`src/rtl/fat32_pkg.sv`:
```
// -----------------------------------------------------------------------------
// fat32_pkg
//   Shared constants for the FAT32 volume parser: byte offsets of the fields
//   captured from an MBR / volume boot record, accepted partition type codes,
//   error codes reported on o_err_code, FSM state encoding and a small helper
//   used by the boot-record validity checks.
// -----------------------------------------------------------------------------
package fat32_pkg;

  // Byte offsets inside a 512-byte boot block (fields are little-endian)
  localparam int OFF_BPS   = 11;   // bytes per sector, 2 bytes
  localparam int OFF_SPC   = 13;   // sectors per cluster, 1 byte
  localparam int OFF_RSVD  = 14;   // reserved sector count, 2 bytes
  localparam int OFF_NFATS = 16;   // number of FAT copies, 1 byte
  localparam int OFF_FATSZ = 36;   // FAT size in sectors (FAT32), 4 bytes
  localparam int OFF_ROOT  = 44;   // root directory first cluster, 4 bytes
  localparam int OFF_PTYPE = 450;  // first partition entry: type byte
  localparam int OFF_PLBA  = 454;  // first partition entry: start LBA, 4 bytes
  localparam int OFF_SIG   = 510;  // boot signature, 2 bytes

  // Accepted FAT32 partition type codes (CHS and LBA variants)
  localparam logic [7:0]  PTYPE_FAT32_CHS = 8'h0B;
  localparam logic [7:0]  PTYPE_FAT32_LBA = 8'h0C;

  // Boot signature 0x55 at 510, 0xAA at 511, read as a little-endian word
  localparam logic [15:0] BOOT_SIG = 16'hAA55;
  localparam logic [15:0] BPS_REQ  = 16'd512;

  // o_err_code values
  localparam logic [2:0] ERR_NONE  = 3'd0;
  localparam logic [2:0] ERR_SHORT = 3'd1;
  localparam logic [2:0] ERR_SIG   = 3'd2;
  localparam logic [2:0] ERR_PTYPE = 3'd3;
  localparam logic [2:0] ERR_BPS   = 3'd4;
  localparam logic [2:0] ERR_SPC   = 3'd5;
  localparam logic [2:0] ERR_NFATS = 3'd6;

  // FSM state encoding
  localparam logic [2:0] ST_IDLE    = 3'd0;
  localparam logic [2:0] ST_RECV    = 3'd1;
  localparam logic [2:0] ST_CHECK   = 3'd2;
  localparam logic [2:0] ST_CALC_D1 = 3'd3;
  localparam logic [2:0] ST_CALC_D2 = 3'd4;
  localparam logic [2:0] ST_FIN     = 3'd5;
  localparam logic [2:0] ST_ERR     = 3'd6;

  // Nonzero power of two: exactly one bit set
  function automatic logic is_pow2(input logic [7:0] v);
    return (v != 8'd0) && ((v & (v - 8'd1)) == 8'd0);
  endfunction

endpackage

```
`src/rtl/fat32_le_capture.sv`:
```
// -----------------------------------------------------------------------------
// fat32_le_capture
//   Captures an NBYTES-wide little-endian field from a byte stream. The byte
//   presented while i_cnt equals OFFSET+k lands in byte lane k of o_field.
// Ports
//   i_clk    clock
//   i_rst    asynchronous active-high reset (field -> 0)
//   i_clear  synchronous clear at the start of a new parse
//   i_en     byte_in is valid and inside the block
//   i_cnt    offset of the current byte within the block
//   i_byte   current byte
//   o_field  captured field value
// -----------------------------------------------------------------------------
module fat32_le_capture #(
  parameter int OFFSET = 0,
  parameter int NBYTES = 1,
  parameter int CNT_W  = 10
) (
  input  logic                  i_clk,
  input  logic                  i_rst,
  input  logic                  i_clear,
  input  logic                  i_en,
  input  logic [CNT_W-1:0]      i_cnt,
  input  logic [7:0]            i_byte,
  output logic [8*NBYTES-1:0]   o_field
);

  // Field register: load the matching byte lane when the offset is hit
  always_ff @(posedge i_clk or posedge i_rst) begin
    if (i_rst) begin
      o_field <= '0;
    end else if (i_clear) begin
      o_field <= '0;
    end else if (i_en) begin
      for (int k = 0; k < NBYTES; k++) begin
        if (i_cnt == CNT_W'(OFFSET + k)) begin
          o_field[8*k +: 8] <= i_byte;
        end
      end
    end
  end

endmodule

```
`src/rtl/fat32_volume_parser.sv`:
```
// -----------------------------------------------------------------------------
// fat32_volume_parser
//   Consumes one 512-byte MBR or volume boot record from the SD byte stream,
//   validates it and computes the LBAs the FAT32 controller needs. Results are
//   registered and held until the next successful parse.
// Ports
//   i_clk, i_rst        clock, asynchronous active-high reset
//   i_start, i_mode     start pulse; mode sampled with it (0 = MBR, 1 = VBR)
//   i_byte_in/_valid    byte stream from the SD controller
//   i_block_done        end-of-block strobe
//   o_busy              parse in progress
//   o_done, o_error     1-cycle result pulses
//   o_err_code          failure reason, held until the next start
//   o_part_lba          partition start LBA (MBR mode)
//   o_sec_per_clus      sectors per cluster (VBR mode)
//   o_fat_start_lba     part_lba + reserved sectors
//   o_data_start_lba    fat_start_lba + num_fats * fat_size
//   o_root_cluster      root directory first cluster
// -----------------------------------------------------------------------------
module fat32_volume_parser
  import fat32_pkg::*;
#(
  parameter int BLOCK_BYTES = 512
) (
  input  logic        i_clk,
  input  logic        i_rst,
  input  logic        i_start,
  input  logic        i_mode,
  input  logic [7:0]  i_byte_in,
  input  logic        i_byte_valid,
  input  logic        i_block_done,
  output logic        o_busy,
  output logic        o_done,
  output logic        o_error,
  output logic [2:0]  o_err_code,
  output logic [31:0] o_part_lba,
  output logic [7:0]  o_sec_per_clus,
  output logic [31:0] o_fat_start_lba,
  output logic [31:0] o_data_start_lba,
  output logic [31:0] o_root_cluster
);

  localparam int               CNT_W    = $clog2(BLOCK_BYTES) + 1;
  localparam logic [CNT_W-1:0] CNT_FULL = CNT_W'(BLOCK_BYTES);

  logic [2:0]       r_state;
  logic [2:0]       w_state_nxt;
  logic             r_mode;
  logic             r_busy;
  logic             r_done;
  logic             r_error;
  logic [CNT_W-1:0] r_cnt;
  logic [31:0]      r_fat;
  logic [31:0]      r_data;

  logic             w_start_ok;
  logic             w_cap_en;
  logic             w_busy_nxt;
  logic [2:0]       w_chk_code;
  logic [31:0]      w_add_a;
  logic [31:0]      w_add_b;
  logic [31:0]      w_sum;

  logic [15:0]      w_bps;
  logic [7:0]       w_spc;
  logic [15:0]      w_rsvd;
  logic [7:0]       w_nfats;
  logic [31:0]      w_fatsz;
  logic [31:0]      w_root;
  logic [7:0]       w_ptype;
  logic [31:0]      w_plba;
  logic [15:0]      w_sig;

  // Start is honoured whenever no parse is in flight (IDLE, FIN or ERR)
  assign w_start_ok = i_start && !r_busy;
  // Bytes past the end of the block leave the counter and fields untouched
  assign w_cap_en   = (r_state == ST_RECV) && i_byte_valid && (r_cnt < CNT_FULL);

  fat32_le_capture #(.OFFSET(OFF_BPS),   .NBYTES(2), .CNT_W(CNT_W)) u_cap_bps (
    .i_clk(i_clk), .i_rst(i_rst), .i_clear(w_start_ok), .i_en(w_cap_en),
    .i_cnt(r_cnt), .i_byte(i_byte_in), .o_field(w_bps));
  fat32_le_capture #(.OFFSET(OFF_SPC),   .NBYTES(1), .CNT_W(CNT_W)) u_cap_spc (
    .i_clk(i_clk), .i_rst(i_rst), .i_clear(w_start_ok), .i_en(w_cap_en),
    .i_cnt(r_cnt), .i_byte(i_byte_in), .o_field(w_spc));
  fat32_le_capture #(.OFFSET(OFF_RSVD),  .NBYTES(2), .CNT_W(CNT_W)) u_cap_rsvd (
    .i_clk(i_clk), .i_rst(i_rst), .i_clear(w_start_ok), .i_en(w_cap_en),
    .i_cnt(r_cnt), .i_byte(i_byte_in), .o_field(w_rsvd));
  fat32_le_capture #(.OFFSET(OFF_NFATS), .NBYTES(1), .CNT_W(CNT_W)) u_cap_nfats (
    .i_clk(i_clk), .i_rst(i_rst), .i_clear(w_start_ok), .i_en(w_cap_en),
    .i_cnt(r_cnt), .i_byte(i_byte_in), .o_field(w_nfats));
  fat32_le_capture #(.OFFSET(OFF_FATSZ), .NBYTES(4), .CNT_W(CNT_W)) u_cap_fatsz (
    .i_clk(i_clk), .i_rst(i_rst), .i_clear(w_start_ok), .i_en(w_cap_en),
    .i_cnt(r_cnt), .i_byte(i_byte_in), .o_field(w_fatsz));
  fat32_le_capture #(.OFFSET(OFF_ROOT),  .NBYTES(4), .CNT_W(CNT_W)) u_cap_root (
    .i_clk(i_clk), .i_rst(i_rst), .i_clear(w_start_ok), .i_en(w_cap_en),
    .i_cnt(r_cnt), .i_byte(i_byte_in), .o_field(w_root));
  fat32_le_capture #(.OFFSET(OFF_PTYPE), .NBYTES(1), .CNT_W(CNT_W)) u_cap_ptype (
    .i_clk(i_clk), .i_rst(i_rst), .i_clear(w_start_ok), .i_en(w_cap_en),
    .i_cnt(r_cnt), .i_byte(i_byte_in), .o_field(w_ptype));
  fat32_le_capture #(.OFFSET(OFF_PLBA),  .NBYTES(4), .CNT_W(CNT_W)) u_cap_plba (
    .i_clk(i_clk), .i_rst(i_rst), .i_clear(w_start_ok), .i_en(w_cap_en),
    .i_cnt(r_cnt), .i_byte(i_byte_in), .o_field(w_plba));
  fat32_le_capture #(.OFFSET(OFF_SIG),   .NBYTES(2), .CNT_W(CNT_W)) u_cap_sig (
    .i_clk(i_clk), .i_rst(i_rst), .i_clear(w_start_ok), .i_en(w_cap_en),
    .i_cnt(r_cnt), .i_byte(i_byte_in), .o_field(w_sig));

  // Block validation: the first failing test in priority order wins
  always_comb begin
    w_chk_code = ERR_NONE;
    if (r_cnt < CNT_FULL) begin
      w_chk_code = ERR_SHORT;
    end else if (w_sig != BOOT_SIG) begin
      w_chk_code = ERR_SIG;
    end else if (!r_mode) begin
      if ((w_ptype != PTYPE_FAT32_CHS) && (w_ptype != PTYPE_FAT32_LBA)) begin
        w_chk_code = ERR_PTYPE;
      end else begin
        w_chk_code = ERR_NONE;
      end
    end else if (w_bps != BPS_REQ) begin
      w_chk_code = ERR_BPS;
    end else if (!is_pow2(w_spc)) begin
      w_chk_code = ERR_SPC;
    end else if ((w_nfats != 8'd1) && (w_nfats != 8'd2)) begin
      w_chk_code = ERR_NFATS;
    end else begin
      w_chk_code = ERR_NONE;
    end
  end

  // Single shared adder. The reserved-sector add runs during CHECK, so VBR
  // done lands 3 (one FAT) or 4 (two FATs) cycles after block_done.
  always_comb begin
    w_add_a = 32'd0;
    w_add_b = 32'd0;
    case (r_state)
      ST_CHECK: begin
        w_add_a = o_part_lba;
        w_add_b = {16'd0, w_rsvd};
      end
      ST_CALC_D1: begin
        w_add_a = r_fat;
        w_add_b = w_fatsz;
      end
      ST_CALC_D2: begin
        w_add_a = r_data;
        w_add_b = w_fatsz;
      end
      default: begin
        w_add_a = 32'd0;
        w_add_b = 32'd0;
      end
    endcase
  end

  assign w_sum = w_add_a + w_add_b;

  // Next-state logic
  always_comb begin
    w_state_nxt = r_state;
    case (r_state)
      ST_IDLE: begin
        if (w_start_ok) w_state_nxt = ST_RECV;
        else            w_state_nxt = ST_IDLE;
      end
      ST_RECV: begin
        // A coincident byte is counted first; CHECK sees the updated count
        if (i_block_done) w_state_nxt = ST_CHECK;
        else              w_state_nxt = ST_RECV;
      end
      ST_CHECK: begin
        if (w_chk_code != ERR_NONE) w_state_nxt = ST_ERR;
        else if (!r_mode)           w_state_nxt = ST_FIN;
        else                        w_state_nxt = ST_CALC_D1;
      end
      ST_CALC_D1: begin
        if (w_nfats == 8'd2) w_state_nxt = ST_CALC_D2;
        else                 w_state_nxt = ST_FIN;
      end
      ST_CALC_D2: begin
        w_state_nxt = ST_FIN;
      end
      ST_FIN, ST_ERR: begin
        if (w_start_ok) w_state_nxt = ST_RECV;
        else            w_state_nxt = ST_IDLE;
      end
      default: begin
        w_state_nxt = ST_IDLE;
      end
    endcase
  end

  // Busy covers every state between an accepted start and the result pulse
  always_comb begin
    case (w_state_nxt)
      ST_RECV, ST_CHECK, ST_CALC_D1, ST_CALC_D2: w_busy_nxt = 1'b1;
      default:                                   w_busy_nxt = 1'b0;
    endcase
  end

  // State, counter, work registers and registered outputs
  always_ff @(posedge i_clk or posedge i_rst) begin
    if (i_rst) begin
      r_state          <= ST_IDLE;
      r_mode           <= 1'b0;
      r_busy           <= 1'b0;
      r_done           <= 1'b0;
      r_error          <= 1'b0;
      r_cnt            <= '0;
      r_fat            <= 32'd0;
      r_data           <= 32'd0;
      o_err_code       <= ERR_NONE;
      o_part_lba       <= 32'd0;
      o_sec_per_clus   <= 8'd0;
      o_fat_start_lba  <= 32'd0;
      o_data_start_lba <= 32'd0;
      o_root_cluster   <= 32'd0;
    end else begin
      r_state <= w_state_nxt;
      r_busy  <= w_busy_nxt;
      r_done  <= 1'b0;
      r_error <= 1'b0;

      if (w_start_ok) begin
        r_mode     <= i_mode;
        r_cnt      <= '0;
        o_err_code <= ERR_NONE;
      end else if (w_cap_en) begin
        r_cnt <= r_cnt + CNT_W'(1);
      end

      if (r_state == ST_CHECK) begin
        r_fat <= w_sum;
      end
      if ((r_state == ST_CALC_D1) || (r_state == ST_CALC_D2)) begin
        r_data <= w_sum;
      end

      // Results are published on the edge into FIN, alongside done
      if (w_state_nxt == ST_FIN) begin
        r_done <= 1'b1;
        if (!r_mode) begin
          o_part_lba <= w_plba;
        end else begin
          o_sec_per_clus   <= w_spc;
          o_fat_start_lba  <= r_fat;
          o_data_start_lba <= w_sum;
          o_root_cluster   <= w_root;
        end
      end

      if (w_state_nxt == ST_ERR) begin
        r_error    <= 1'b1;
        o_err_code <= w_chk_code;
      end
    end
  end

  assign o_busy  = r_busy;
  assign o_done  = r_done;
  assign o_error = r_error;

endmodule

```
`config.mk`:
```
export PLATFORM = sky130hd
export DESIGN_NAME = fat32_volume_parser
export DESIGN_NICKNAME = d
export VERILOG_FILES = /design/src/rtl/fat32_pkg.sv /design/src/rtl/fat32_le_capture.sv /design/src/rtl/fat32_volume_parser.sv
export SDC_FILE = /design/constraint.sdc
export NUM_CORES = 1
export LEC_CHECK = 0
export CAP_MARGIN = 30
export CORE_MARGIN = 3
export CORE_UTILIZATION = 63
export CTS_CLUSTER_SIZE = 14
export DETAILED_ROUTE_END_ITERATION = 10
export GPL_TIMING_DRIVEN = 0
export PLACE_DENSITY_LB_ADDON = 0.15
export SETUP_SLACK_MARGIN = 0.3
export SYNTH_ARGS = -nofsm -noshare
export SYNTH_HDL_FRONTEND = slang
export SYNTH_SLANG_ARGS = --single-unit
export TNS_END_PERCENT = 5
```
`constraint.sdc`:
```
create_clock -name i_clk -period 28.7 [get_ports i_clk]
set_clock_uncertainty 0.1 [all_clocks]
set_input_delay 4.305 -clock i_clk [delete_from_list [all_inputs] [get_ports i_clk]]
set_output_delay 4.305 -clock i_clk [all_outputs]
set_load 0.02 [all_outputs]
```
==> After elaboration in Yosys (flattened, before gate mapping) <==
Index checks and enable logic that the tools add are counted.
Widths: inputs -> output; s select.
{ "word_totals": {"regBits": 388, "output_inout_bits": 142, "wordCells": 203} }
{ "classes": {"muxes": 61, "bitwise": 2, "n_lt_le_gt_ge": 1, "add_sub_neg": 3, "n_reduce_logical": 61, "eq_ne": 40} }
{ "op_table": {"columns": ["operator", "count"], "rows": [
  ["$mux 8", 27],
  ["$mux 32", 6],
  ["$mux 16", 6],
  ["$pmux 32 s3", 1],
  ["$eq 10x6->1 const B", 8],
  ["$eq 10x9->1 const B", 7],
  ["$pmux 32 s2", 1],
  ["$eq 10x4->1 const B", 5],
  ["$reduce_and 2->1", 23],
  ["$reduce_bool 2->1", 23],
  ["$add 32x32->32", 1],
  ["$mux 3", 10],
  ["$mux 10", 2],
  ["$eq 3x3->1 const B", 6],
  ["$ne 16x10->1 const B", 1],
  ["$ne 16x16->1 const B", 1],
  ["$ne 8x4->1 const B", 2],
  ["$pmux 3 s5", 1],
  ["$eq 3x2->1 const B", 4],
  ["$add 10x1->10 const B", 1],
  ["$eq 10x5->1 const B", 1],
  ["$lt 10x10->1 const B", 1],
  ["$and 8x8->8", 1],
  ["$eq 8x2->1 const B", 1],
  ["17 further kinds", 28]
]} }

==> Logic depth before layout (Yosys ltp) <==
Gate-level depths: netlist of the first run.
{ "logic_depth": {"ltp_word": 15, "ltp_mapped": 19, "mapped_depth_nobuf": 16} }

==> Modules after synthesis <==
A second synthesis of the first run with hierarchy kept.
{ "hier_totals": {"cells_unflattened": 1722, "area_unflattened_um2": 19173.4} }
{ "by_module_without_submodules": {"columns": ["mod", "area_each_um2", "instances", "seq_area_each_um2", "cells_per_inst"], "rows": [
  ["fat32_volume_parser", 10924.2, 1, 5505.3, 1037],
  ["fat32_le_capture at u_cap_root", 1532.7, 1, 800.8, 120],
  ["fat32_le_capture at u_cap_plba", 1516.5, 1, 800.8, 119],
  ["fat32_le_capture at u_cap_fatsz", 1515.2, 1, 800.8, 123],
  ["fat32_le_capture at u_cap_bps", 813.3, 1, 400.4, 67],
  ["fat32_le_capture at u_cap_rsvd", 783.3, 1, 400.4, 71],
  ["fat32_le_capture at u_cap_sig", 783.3, 1, 400.4, 70],
  ["fat32_le_capture at u_cap_ptype", 437.9, 1, 200.2, 38],
  ["fat32_le_capture at u_cap_nfats", 434.2, 1, 200.2, 39],
  ["fat32_le_capture at u_cap_spc", 432.9, 1, 200.2, 38]
]} }

==> Least setup slack after synthesis of the first run <==
Ideal clock, no wire load.
{ "synth_path": {"kind": "input port to flip-flop", "start": "in i_start", "end": "reg o_fat_start_lba[31]", "required_ns": 28.475, "arrival_ns": 5.879, "setup_slack_ns": 22.597, "cell_stages": 9, "path_buffers": 3, "path_cell_list": "nor2b_1 -> clkbuf_1 -> o21ai_0 -> a21oi_1 -> or3_1 -> nand3_2 -> buf_4 -> buf_6 -> mux2_2"} }
{ "synth_via": {"elab_chain_len": 5} }
{ "synth_lines": {"columns": ["element", "line", "source"], "rows": [
  ["from (decl)", "fat32_volume_parser.sv:27", "input logic i_start,"],
  ["$logic_and 1x1->1", "fat32_volume_parser.sv:75", "assign w_start_ok = i_start && !r_busy;"],
  ["$mux 1", "fat32_volume_parser.sv:163, fat32_volume_parser.sv:184", null],
  ["$pmux 3 s5", "fat32_volume_parser.sv:161", "case (r_state)"],
  ["$eq 3x3->1", "fat32_volume_parser.sv:240", "if (w_state_nxt == ST_FIN) begin"],
  ["$reduce_and 2->1 (no line)", null, null],
  ["to (signal assigned)", "fat32_volume_parser.sv:246", "o_fat_start_lba <= r_fat;"],
  ["to (decl)", "fat32_volume_parser.sv:38", "output logic [31:0] o_fat_start_lba,"]
]} }
No other way between the ends.
A chain may end at the register's enable or synchronous reset.

==> Worst setup path after layout of the first run <==
{ "layout_path": {"start": "in i_start", "end": "reg o_data_start_lba[31]"} }
{ "layout_via": {"elab_chain_len": 5} }
{ "layout_lines": {"columns": ["element", "line", "source"], "rows": [
  ["$logic_and 1x1->1", "fat32_volume_parser.sv:75", null],
  ["$mux 1", "fat32_volume_parser.sv:163, fat32_volume_parser.sv:184", null],
  ["$pmux 3 s5", "fat32_volume_parser.sv:161", null],
  ["$eq 3x3->1", "fat32_volume_parser.sv:240", null],
  ["$reduce_and 2->1 (no line)", null, null],
  ["to (signal assigned)", "fat32_volume_parser.sv:247", "o_data_start_lba <= w_sum;"],
  ["to (decl)", "fat32_volume_parser.sv:39", "output logic [31:0] o_data_start_lba,"]
]} }
No other way between the ends.

==> results of run 1 <==
[cell families (layout without fill, tap and decap cells)]
| group | count (synthesis) | count (layout) | share of synthesized area, % |
|---|---|---|---|
| flops | 388 | 388 | 52.96 |
| compound gates | 369 | 369 | 12.20 |
| fa+ha+maj | 36 | 36 | 2.498 |
| xor+xnor | 32 | 32 | 1.529 |
| simple gates | 647 | 647 | 15.70 |
| buf+inv | 130 | 358 | 3.269 |
| mux | 204 | 204 | 11.85 |
[final timing paths]
| check | start | slack [ns] | endpoint |
|---|---|---|---|
| min | r_data[0] | 0.38 | r_data[0] |
| min reg2reg | r_data[0] | 0.38 | r_data[0] |
| max | i_start | 21.64 | o_data_start_lba[31] |
| max in group asynchronous | i_rst | 23.05 | r_fat[4] |
| max reg2reg | r_state[0] | 23.32 | r_data[29] |
| min in group asynchronous | i_rst | 4.21 | o_fat_start_lba[23] |
[metal layers]
metal / share of wire (%) / wire length [µm] / vias to the layer above / GRT usage (%)
met5: 0.050 / 26 / - / 0.1603
met4: 4.7 / 2429 / 4 / 15.06
met3: 7.2 / 3772 / 141 / 5.419
met2: 47 / 24610 / 651 / 54.81
met1: 41 / 21320 / 7274 / 45.24
li1: - / - / 6623 / -
[through the flow]
stage	util, %	hold slack, ns	worst slack, ns	std cells	power [mW]
2_1_floorplan	-	0.3386	13.51	1806	0.7388
3_3_place_gp	72.09	0.3551	9.358	2339	0.8333
3_5_place_dp	72.35	0.3571	21.24	2342	0.8392
4_1_cts	76.65	0.3703	21.68	2412	1.323
5_1_grt	76.65	0.3949	21.50	2412	1.366
6_report	76.65	0.3779	21.64	2412	1.325
[placed cells by master (no fill, tap or decap), types with 9 or more instances in the layout]
master and count:
clkbuf_16 40, nor3_1 14, a21oi_1 139, nor2_1 108
mux2_2 104, buf_2 18, clkdlybuf4s50_1 155, and2_1 29
xnor2_1 14, dfrtp_1 388, mux2i_1 100, nand2_1 397
inv_1 15, o31ai_1 17, ha_1 35, nand3_1 20
clkbuf_8 13, nor4_1 12, o21a_1 9, xor2_1 18
o21ai_0 121, a22o_1 16, a21o_1 14, clkbuf_1 97
[critical path, delay by kind of cell]
kind                   cells  cell delay (ns)
buffers and inverters      4             1.58
and+or+nand+nor            4             0.88
AOI/OAI and AO/OA          3             0.59
[report_power, final]
part | total [mW] | internal (mW) | switching, mW
Combinational | 0.264 | 0.0707 | 0.193
Clock | 0.488 | 0.279 | 0.209
Sequential | 0.573 | 0.561 | 0.0113
[Yosys cell counts (all sizes together) (4+ instances only)]
| cell type | n | area, µm² |
|---|---|---|
| a211oi | 5 | 50.05 |
| a21boi | 6 | 45.04 |
| a21o | 16 | 122.6 |
| a21oi | 140 | 704.4 |
| a22o | 16 | 140.1 |
| a31oi | 7 | 65.06 |
| and2 | 30 | 190.2 |
| and3 | 6 | 42.54 |
| and4 | 5 | 46.29 |
| buf | 27 | 153.9 |
| clkbuf | 86 | 374.1 |
| dfrtp | 388 | 9709 |
| ha | 35 | 437.9 |
| inv | 16 | 60.06 |
| mux2 | 104 | 1171 |
| mux2i | 100 | 1001 |
| nand2 | 397 | 1490 |
| nand2b | 7 | 43.79 |
| nand3 | 22 | 127.6 |
| nand4 | 7 | 58.81 |
| nor2 | 110 | 417.9 |
| nor2b | 5 | 31.28 |
| nor3 | 16 | 96.35 |
| nor3b | 4 | 30.03 |
| nor4 | 14 | 108.9 |
| nor4b | 5 | 43.79 |
| o211ai | 5 | 42.54 |
| o21a | 9 | 67.56 |
| o21ai | 125 | 629.4 |
| o311ai | 4 | 35.03 |
| o31ai | 17 | 127.6 |
| or3 | 5 | 31.28 |
| xnor2 | 14 | 122.6 |
| xor2 | 18 | 157.7 |
[cell type report]
type,instances,area (µm²),share of cell area (%)
inverters,16,67.56,0.3121
multi-input cells,1288,8024,37.07
plain buffers,114,539.3,2.491
clock buffers,65,1175,5.428
flip-flops and latches,388,9709,44.86
clock inverters,5,40.04,0.1850
well taps,378,473.0,2.185
repair buffers,158,1618,7.474
==> summary.md, run 1 <==
| Metric | Value |
|---|---|
| Antenna viol nets, final | `0` |
| Worst setup path category | `input port to flop` |
| Vias per inst | `6.092` |
| Unique masters post-synth | `84` |
| Placed instance area | `20430 µm²` |
| Min-Delay Path Depth | `2` |
| Crit. End Element | `flop` |
| Final design instance area without fill | `21650 µm²` |
| Synth Cell Area | `18330 µm²` |
| Leakage | `9.936 nW` |
| VDD IR-drop max | `0.05603 mV` |
| Post-synth EDFFs | `0` |
| Die H | `176.6 µm` |
| Setup Viol. Count Final | `0` |
| Sink Count | `388` |
| Crit path DAT | `7.36 ns` |
| Vias | `14693` |
| Layout cell share with drive strength beyond 1 | `10.87%` |
| Delay of the slowest critical-path stage | `0.51 ns` |
| Gp weighted congestion | `0.9512` |
| Worst r2r path cells | `17` |
| I/O pin cnt | `156` |
| Routed len/inst | `21.63 µm` |
| Hold Crit Class | `flop to flop` |
| Critical path cell sequence | `clkdlybuf4s50_1 -> nor2b_1 -> clkbuf_1 -> o21ai_0 -> a21oi_1 -> or3_1 -> nand3_2 -> buf_4 -> buf_2 -> a211oi_1 -> nand3_1` |
| Syn nets | `1856` |
| Hold_buf cts | `0` |
| WL final | `52170 µm` |
| PD cells | `61.20 nW/µm²` |
| Worst Setup Start Kind | `input port` |
| Worst Path Required | `29.00 ns` |
| Ant diodes | `0` |
| Fmax | `141.6 MHz` |
| Mapped Cells | `1806` |
| Total GRT Usage | `33.74%` |
| Pins Over Slew Limit | `0` |
| MaxCap Viol Count | `0` |
| # port buffers | `155` |
| Antenna violations before repair | `1` |
| TritonCTS buffer count | `40` |
| Outcome | `finished, final reports clean` |
| Fin crit share | `24.61%` |
| Clock slew at reported path FFs | `0.06 ns` |
| DRC | `0` |
| # fillers | `1929` |
| TritonRoute pass-1 iters | `7` |
| Area grow syn2layout | `18.07%` |
| Seq cells post-synth | `388` |
| Htree depth | `2` |
| Final Net Count | `2056` |
| Worst-Margin Slew | `1.026 ns` |
| Clk buf depth | `3` |
| Core ar. | `28240 µm²` |
| Postcts setup bufs | `0` |
| Slew HR | `31.62%` |
| Final HPWL DP | `36590 µm` |
| Vias in the first global route | `14681` |
| RSZ-0062 raised after global routing | `false` |
| GRT overflow | `0` |
| Worst-path fanout max | `10` |
| Avg Cell Area, Syn | `10.15 µm²` |
| 1st-iter DRT viols | `1093` |
| Die W | `176.6 µm` |
| Critical path's slowest cell | `clkbuf_1` |
| Register area share after synthesis | `52.96%` |
| YS warnings | `0` |
| Fin crit period | `7.062 ns` |
| Largest net degree at the start of global routing | `138` |
| Final hold vios | `0` |
| CTS tree | `built` |
| Async set-reset flop share out of synthesis | `100.0%` |
| Initial core utilization | `64.92%` |
| Post_cts resized | `0` |
| First-pass GRT wire length | `81390 µm` |
| Predominant post-synthesis flop cell | `dfrtp_1` |
| Clock Latency Late Sink | `0.53 ns` |
| CTS root buf | `clkbuf_16` |
| Rows | `61` |
| Setup TNS Final | `0 ns` |
| Area of the die | `31180 µm²` |
No activity file was read; power rests on OpenSTA's default activity.
==> inputs of run 2 (changes only) <==
Settings changed: CORE_UTILIZATION 63 to 58.
Clock period 28.7 ns to 7.04 ns, I/O delays scaled along.
==> run 2 against run 1 <==
Effect of this change: sequential share of layout area decreased by 0.65 points; combinational power increased to 4.1 times the previous value; non-clock buffer count increased by 7; power increased to 4.3 times the previous value; wire length increased by 0.12%; via count decreased by 1.4%; global-route usage decreased by 2.5 points; count of clock-buffer cells in the layout decreased by 8.
==> summary.md, run 2 (synthesis gave the netlist of run 1 again) <==
| Metric | Value |
|---|---|
| Worst-Margin Slew | `1.110 ns` |
| Core ar. | `30910 µm²` |
| Hold_buf cts | `0` |
| Final HPWL DP | `37700 µm` |
| Worst Setup Start Kind | `flop` |
| Leakage | `10.09 nW` |
| Top routing layer used | `met4` |
| I/O pin cnt | `156` |
| DRC | `0` |
| Most frequent cells in the layout | `397 x nand2_1, 388 x dfrtp_1, 155 x clkdlybuf4s50_1` |
| Hold Crit Class | `flop to flop` |
| Worst-path fanout max | `10` |
| Setup TNS Final | `0 ns` |
| Setup Viol. Count Final | `0` |
| Total GRT Usage | `31.27%` |
| Area grow syn2layout | `19.80%` |
| Fin crit period | `5.307 ns` |
| Crit path DAT | `5.59 ns` |
| Clock slew at reported path FFs | `0.06 ns` |
| Vias | `14486` |
| Fin crit share | `75.38%` |
| Commonest non-fill, non-tap cell in the layout | `nand2_1` |
| Met3 wire len | `3468 µm` |
| CTS root buf | `clkbuf_16` |
| Die H | `183.8 µm` |
| PD cells | `257.3 nW/µm²` |
| First-pass GRT wire length | `81570 µm` |
| Worst setup path category | `flop to flop` |
| Clk buf depth | `3` |
| Ant diodes | `0` |
| TritonRoute pass-1 iters | `9` |
| WL final | `52230 µm` |
| Post_cts resized | `0` |
| Pins Over Slew Limit | `0` |
| Worst Path Required | `7.32 ns` |
| Crit. End Element | `flop` |
| Die W | `183.8 µm` |
| Final Net Count | `2064` |
| CTS tree | `built` |
| 1st-iter DRT viols | `1134` |
| Routed len/inst | `21.41 µm` |
| Layout cell share with drive strength beyond 1 | `11.75%` |
| Fmax | `188.4 MHz` |
| WL met1 | `22370 µm` |
| Antenna violations before repair | `0` |
| Gp weighted congestion | `0.9371` |
| Antenna viol nets, final | `0` |
| Clock Latency Late Sink | `0.53 ns` |
| VDD IR-drop max | `0.2610 mV` |
| Area of the die | `33780 µm²` |
| Largest net degree at the start of global routing | `45` |
| Setup ws final | `1.733 ns` |
| TritonCTS buffer count | `41` |
| GRT overflow | `0` |
| Vias in the first global route | `14305` |
| Initial core utilization | `59.31%` |
| Vias per inst | `5.939` |
| Slew HR | `25.99%` |
| Post-Place Worst Slack | `1.914 ns` |
| Routed met2 length | `24400 µm` |
| Rows | `64` |
| Final hold vios | `0` |
| RSZ-0062 raised after global routing | `false` |
| Htree depth | `2` |
| Sink Count | `388` |
| # port buffers | `155` |
| Outcome | `finished, final reports clean` |
| Min Hold Slack | `0.3741 ns` |
| MaxCap Viol Count | `0` |
| Postcts setup bufs | `0` |
run 2: worst paths after layout:
kind                                       from                      to  slack [ns]  cells past startpoint
setup / recovery                     r_state[0]              r_data[29]        1.73                     17
hold / removal             o_data_start_lba[17]    o_data_start_lba[17]        0.37                      2
setup reg to reg                     r_state[0]              r_data[29]        1.73                     17
hold reg to reg            o_data_start_lba[17]    o_data_start_lba[17]        0.37                      2
max in group asynchronous                 i_rst  u_cap_root.o_field[20]        4.59                      5
min in group asynchronous                 i_rst    o_data_start_lba[23]        0.97                      2
run 2: cell type report:
cell class,count,area [µm²]
buffer,114,539.3
clock buffer,57,1176
clock inverter,15,211.5
fill,2323,8947
inverter,16,63.81
multi-input combinational,1288,8024
sequential,388,9709
tap,396,495.5
timing repair buffer,165,1743
run 2: per-stage QoR:
| step | power, mW | cell area, µm² | std cells | utilization [%] |
|---|---|---|---|---|
| after CTS | 5.654 | 21960 | 2439 | 71.05 |
| final | 5.650 | 21960 | 2439 | 71.05 |
| after floorplan | 3.013 | 18340 | 1806 | - |
| after detailed placement | 3.440 | 20570 | 2367 | 66.56 |
| after global routing | 5.837 | 21960 | 2439 | 71.05 |
| after global placement | 3.408 | 20380 | 2357 | 65.94 |
run 2: power breakdown:
group	leakage (nW)	switching [mW]	internal [mW]
Clock	0.689	0.880	1.35
Sequential	5.40	0.0462	2.29
Combinational	3.99	0.791	0.296
run 2: per-layer routing:
metal / global-route usage [%] / vias up
met5: 0 / -
met4: 11.43 / 0
met3: 5.461 / 115
met2: 50.42 / 540
met1: 43.16 / 7198
li1: - / 6633
run 2: critical path: stages, from the launching register on:
cell      delay [ns]
dfrtp_1         0.36
buf_2           0.19
inv_1           0.14
nand2_1         0.08
nor2_1          0.50
a21o_1          0.14
clkbuf_1        0.38
clkbuf_1        0.47
a22o_1          0.34
ha_1            0.34
and4_4          0.23
and3_4          0.18
a221o_1         0.33
a31oi_2         0.25
a311oi_4        0.23
o41ai_2         0.41
xor2_1          0.36
o21ai_1         0.11
